[config.mk]
export PLATFORM = sky130hd
export DESIGN_NAME = serial_subtractor_nb
export DESIGN_NICKNAME = d
export VERILOG_FILES = /design/src/rtl/serial_subtractor_nb.sv
export SDC_FILE = /design/constraint.sdc
export NUM_CORES = 1
export LEC_CHECK = 0
export CORE_AREA = 2 2 52 54
export DETAILED_ROUTE_END_ITERATION = 8
export DIE_AREA = 0 0 54 56
export PLACE_DENSITY = 0.71
export REMOVE_ABC_BUFFERS = 1
export SYNTH_ARGS = -nofsm -noshare
export SYNTH_HDL_FRONTEND = slang
export SYNTH_SLANG_ARGS = --single-unit
export TNS_END_PERCENT = 10
[constraint.sdc]
create_clock -name clk -period 1.4 [get_ports clk]
set_input_delay 0.35 -clock clk [delete_from_list [all_inputs] [get_ports clk]]
set_output_delay 0.35 -clock clk [all_outputs]
set_load 0.03 [all_outputs]
[src/rtl/serial_subtractor_nb.sv]
// Bit-serial WIDTH-bit subtractor: a - b - bin, one bit per clock, LSB first.
// Start/busy/done handshake; diff and flags are registered and change only on completion.
module serial_subtractor_nb #(
   parameter int WIDTH = 4
) (
   input  logic             clk,
   input  logic             rst,
   input  logic             start,
   input  logic [WIDTH-1:0] a,
   input  logic [WIDTH-1:0] b,
   input  logic             bin,
   output logic             busy,
   output logic             done,
   output logic [WIDTH-1:0] diff,
   output logic             bout,
   output logic             zero,
   output logic             ovf
);

   localparam int CW = (WIDTH > 2) ? $clog2(WIDTH) : 1;

   localparam logic [1:0] IDLE = 2'd0;
   localparam logic [1:0] RUN  = 2'd1;
   localparam logic [1:0] DONE = 2'd2;

   logic [1:0]       state;
   logic [WIDTH-1:0] sa;
   logic [WIDTH-1:0] sb;
   logic [WIDTH-1:0] sres;
   logic             brw;
   logic [CW-1:0]    cnt;

   logic             ai;
   logic             bi;
   logic             di;
   logic             brw_nx;
   logic             last;
   logic [WIDTH-1:0] res_nx;

   // Single full-subtractor cell fed from the operand LSBs.
   always_comb begin
      ai     = sa[0];
      bi     = sb[0];
      di     = ai ^ bi ^ brw;
      brw_nx = (~ai & bi) | (~(ai ^ bi) & brw);
      last   = (cnt == CW'(WIDTH - 1));
      res_nx = {di, sres[WIDTH-1:1]};
   end

   assign busy = (state == RUN);
   assign done = (state == DONE);

   always_ff @(posedge clk) begin
      if (rst) begin
         state <= IDLE;
         sa    <= '0;
         sb    <= '0;
         sres  <= '0;
         brw   <= 1'b0;
         cnt   <= '0;
         diff  <= '0;
         bout  <= 1'b0;
         zero  <= 1'b0;
         ovf   <= 1'b0;
      end else begin
         case (state)
            IDLE, DONE: begin
               if (start) begin
                  sa    <= a;
                  sb    <= b;
                  brw   <= bin;
                  sres  <= '0;
                  cnt   <= '0;
                  state <= RUN;
               end else begin
                  state <= IDLE;
               end
            end
            RUN: begin
               sa   <= sa >> 1;
               sb   <= sb >> 1;
               brw  <= brw_nx;
               sres <= res_nx;
               cnt  <= cnt + CW'(1);
               if (last) begin
                  // brw here is the borrow into the MSB, brw_nx the borrow out of it.
                  state <= DONE;
                  diff  <= res_nx;
                  bout  <= brw_nx;
                  zero  <= (res_nx == '0);
                  ovf   <= brw ^ brw_nx;
               end
            end
            default: state <= IDLE;
         endcase
      end
   end

endmodule

==> results.txt, run 1 <==
----------------------------------------------------
[Status]
  Outcome ... finished, final reports clean

[Worst setup path]
  CP max-delay cell ... dfxtp_1
  Required time of the critical path ... 1050 ps
  Critical-path cell list ... nand2b_2 > inv_4 > buf_6
  Worst setup path class ... reg -> out
  Worst r2r path cells ... 5
  Worst Path Arrival ... 1040 ps
  Kind of start point of the critical path ... register
  Type of destination of the critical path ... output port
  Count of buffering cells on the critical path with inverters included ... 2
  Stage delay of the slowest cell on the critical path ... 340 ps
  Levels on crit path ... 3
  Largest delay share family, worst path ... flip-flops
  Critical-path maximum fanout ... 3

[Synthesis]
  Number of distinct library cell variants in the gate-level netlist after synthesis ... 24
  Post-synthesis average cell area ... 8.78 um^2
  Number of register bits inferred by synthesis ... 23
  Post-synthesis cell count ... 108
  Area of the mapped netlist ... 948 um^2
  Yosys synthesis warning count ... 0
  Post-synthesis sequential area ratio ... 0.485

[Route]
  Routed met1 length ... 800 um
  Routed via count divided by cell count ... 5.10
  Drt wl/cell ... 10.8 um
  Number of vias in the routed layout ... 831
  Amount of wire on met3 after detailed routing ... 107 um
  Starting DRT DRC Count ... 7
  Initial DRT Pass Iterations ... 4
  Antenna-violating nets left ... 0
  DRC violations left ... 0
  Routed wl met2 ... 829 um
  Top Layer Used ... met4
  Total wirelength of the detailed-routed design ... 1.77 mm

[Layout]
  Seq. cell area ... 462 um^2
  Leading cell type in the layout, fill and taps excluded ... dfxtp_1
  Area occupied by multi-input gates ... 452 um^2
  Antenna cell count ... 0
  Cell Count, Final, Fillers Out ... 163
  Final instance area ... 1230 um^2
  Share of final-layout standard cells stronger than drive strength 1 ... 0.203
  Fin util ... 0.507
  Most frequent cells in the layout ... 22 x dfxtp_1, 20 x nand2_1, 12 x nor2_1
  Number of nets in the layout ... 148
  Fillcell total ... 234
  Area growth from synthesis to final layout ... 30.1%

[Global route]
  Initial antenna violation count ... 0
  Maximum number of pins on one net before global-route repair ... 24
  Global-route congestion overflow total ... 0
  Via count of the first global-routing pass ... 744
  Overall track demand over capacity in global routing ... 0.131
  Wire length of the first global-routing pass ... 3.00 mm

[Placement]
  Post-detailed-placement cell area ... 1200 um^2
  Count of buffers inserted at the top-level ports ... 20
  DP HPWL ... 1.28 mm
  Gp weighted congestion ... 0.727
  Placed cell count ... 158

[STA]
  Slew of the pin with the lowest slew margin ... 381 ps
  Shortest clock period the worst path allows after layout ... 1390 ps
  Share of the clock period used by the worst path after layout ... 0.990
  Clock skew ... 2.84 ps
  Timing-limited maximum frequency ... 0.722 GHz
  Final setup vio count ... 0
  Setup repair after global routing missed its margin ... true
  Relative slew margins ... 0.745
  Final-report hold violation count ... 0
  Pins over their slew limit ... 0

[Die]
  Row count ... 18
  Effective utilization at floorplan ... 0.390
  Number of top-level design ports ... 21
  Die Y-Extent ... 56 um
  Overall die width ... 54 um
  Die area ... 3020 um^2
  Placeable Area ... 2430 um^2

[Power]
  Power Density ... 1010 nW/um^2
  Worst VDD drop ... 451 uV
  Static leakage ... 0.000500 uW

[Clocking]
  Clock Sink Count ... 23
  Largest buffer count on any clock path ... 2
  Clock input transition at the sequential cells of the worst setup and hold paths ... 130 ps
  CTS root buf ... clkbuf_4
  TritonCTS clock tree ... done
  CTS H-Tree Depth ... 1
  Number of buffers created by CTS ... 3
  Hold-fix buffer count after cts ... 0
  Clock latency on the worst-skew pair ... 310 ps

[Worst hold path]
  Worst Hold Path Cells ... 2
  Tightest Hold Check Type ... reg -> reg

[Job]
  Number of violations of the max-capacitance limit ... 0

----------------------------------------------------
-- tightest hold or removal path: cells and delay by family (launching register included) --
family	cells	cell delay, ps
flops	1	330
simple gates	1	50
compound gates	1	50
-- final cells by class --
cell class	instances	area share
clock inverter	1	0.00406
clock buffer	3	0.0183
sequential	23	0.374
tap	30	0.0304
inverter	3	0.0112
multi-input combinational	76	0.366
timing repair buffer	27	0.196
-- repair_timing --
| item | in CTS | in global routing |
|---|---|---|
| endpoints found under the hold margin | 0 | 0 |
| buffers inserted | 1 | 0 |
| resized for setup | 18 | 8 |
| pin swaps | 1 | 0 |
| setup endpoints to repair | 9 | 9 |
-- per-layer routing --
metal	up-vias	track usage
met5	-	0
met4	0	0.0643
met3	3	0.0242
met2	25	0.220
met1	381	0.154
li1	422	-
-- registers in the layout, indices dropped and copies added (netlist names) --
signal and count:
cnt 2, zero 1, sres 3, ovf 1, bout 1, sb 4
diff 4, state 2, brw 1, sa 4
-- cell families (layout without fill, tap and decap cells) --
family                   count (synthesis)  count (layout)  share of synthesized area
multiplexers                             4               4                     0.0422
AO/OA/AOI/OAI                           20              20                      0.146
adder cells (fa/ha/maj)                  2               2                     0.0343
AND/OR/NAND/NOR                         49              49                      0.235
XOR/XNOR                                 1               1                    0.00924
buffers and inverters                    9              34                     0.0475
flip-flops                              23              23                      0.485
-- cells in the mapped netlist --
library cell,n,share of area
clkbuf_1,2,0.0079
nand2b_1,1,0.0066
or2b_4,1,0.012
ha_1,1,0.013
nand3b_1,1,0.0079
dfxtp_1,23,0.49
inv_1,2,0.0079
a311oi_2,1,0.016
nand2b_2,1,0.0092
a311oi_1,6,0.055
nor2b_1,2,0.013
buf_6,1,0.012
fa_1,1,0.021
a21oi_1,11,0.058
a2bb2oi_1,1,0.0092
nor2_1,12,0.047
nand2_1,20,0.079
nor4_1,1,0.0066
o21a_1,1,0.0079
xnor2_1,1,0.0092
buf_2,3,0.016
inv_2,1,0.0040
mux2i_1,4,0.042
nand3_1,10,0.053
-- where the power goes --
part	leakage (uW)	total (uW)	switching (uW)	internal, uW
clock	0.0000177	308	201	107
combinational	0.000295	226	108	118
sequential	0.000188	707	20.5	687
total	0.000500	1240	330	912
-- worst paths after layout --
check	start	endpoint	slack, ps
setup / recovery	state[1]$_SDFFE_PP0P_	busy	10
hold / removal	zero$_SDFFE_PP0P_	zero$_SDFFE_PP0P_	460
setup reg to reg	sb[0]$_SDFFE_PP0P_	sres[3]$_SDFFE_PP0P_	110
hold reg to reg	zero$_SDFFE_PP0P_	zero$_SDFFE_PP0P_	460
-- through the flow --
| step | TNS, ps | total power [uW] | setup WS (ps) | hold WS (ps) |
|---|---|---|---|---|
| after global routing | -30.2 | 1310 | -30.2 | 500 |
| final | 0 | 1240 | 14.4 | 460 |
| after floorplan | 0 | 836 | 5.71 | 418 |
| after detailed placement | -1130 | 937 | -153 | 446 |
| after CTS | 0 | 1250 | 4.69 | 463 |
| after global placement | -829 | 931 | -101 | 439 |
No activity file was read; power rests on OpenSTA's default activity.
==> run 2, diff against run 1 <==
ABC_CLOCK_PERIOD_IN_PS = 1400   (was default)
GPL_ROUTABILITY_DRIVEN = 1   (was default)
==> results of run 2 <==
Final layout, timing and power as in run 1 (identical DEF).
==> run 3, diff against run 2 <==
ABC_CLOCK_PERIOD_IN_PS = default   (was 1400)
==> results of run 3 <==
Final layout, timing and power as in run 1 (identical DEF).
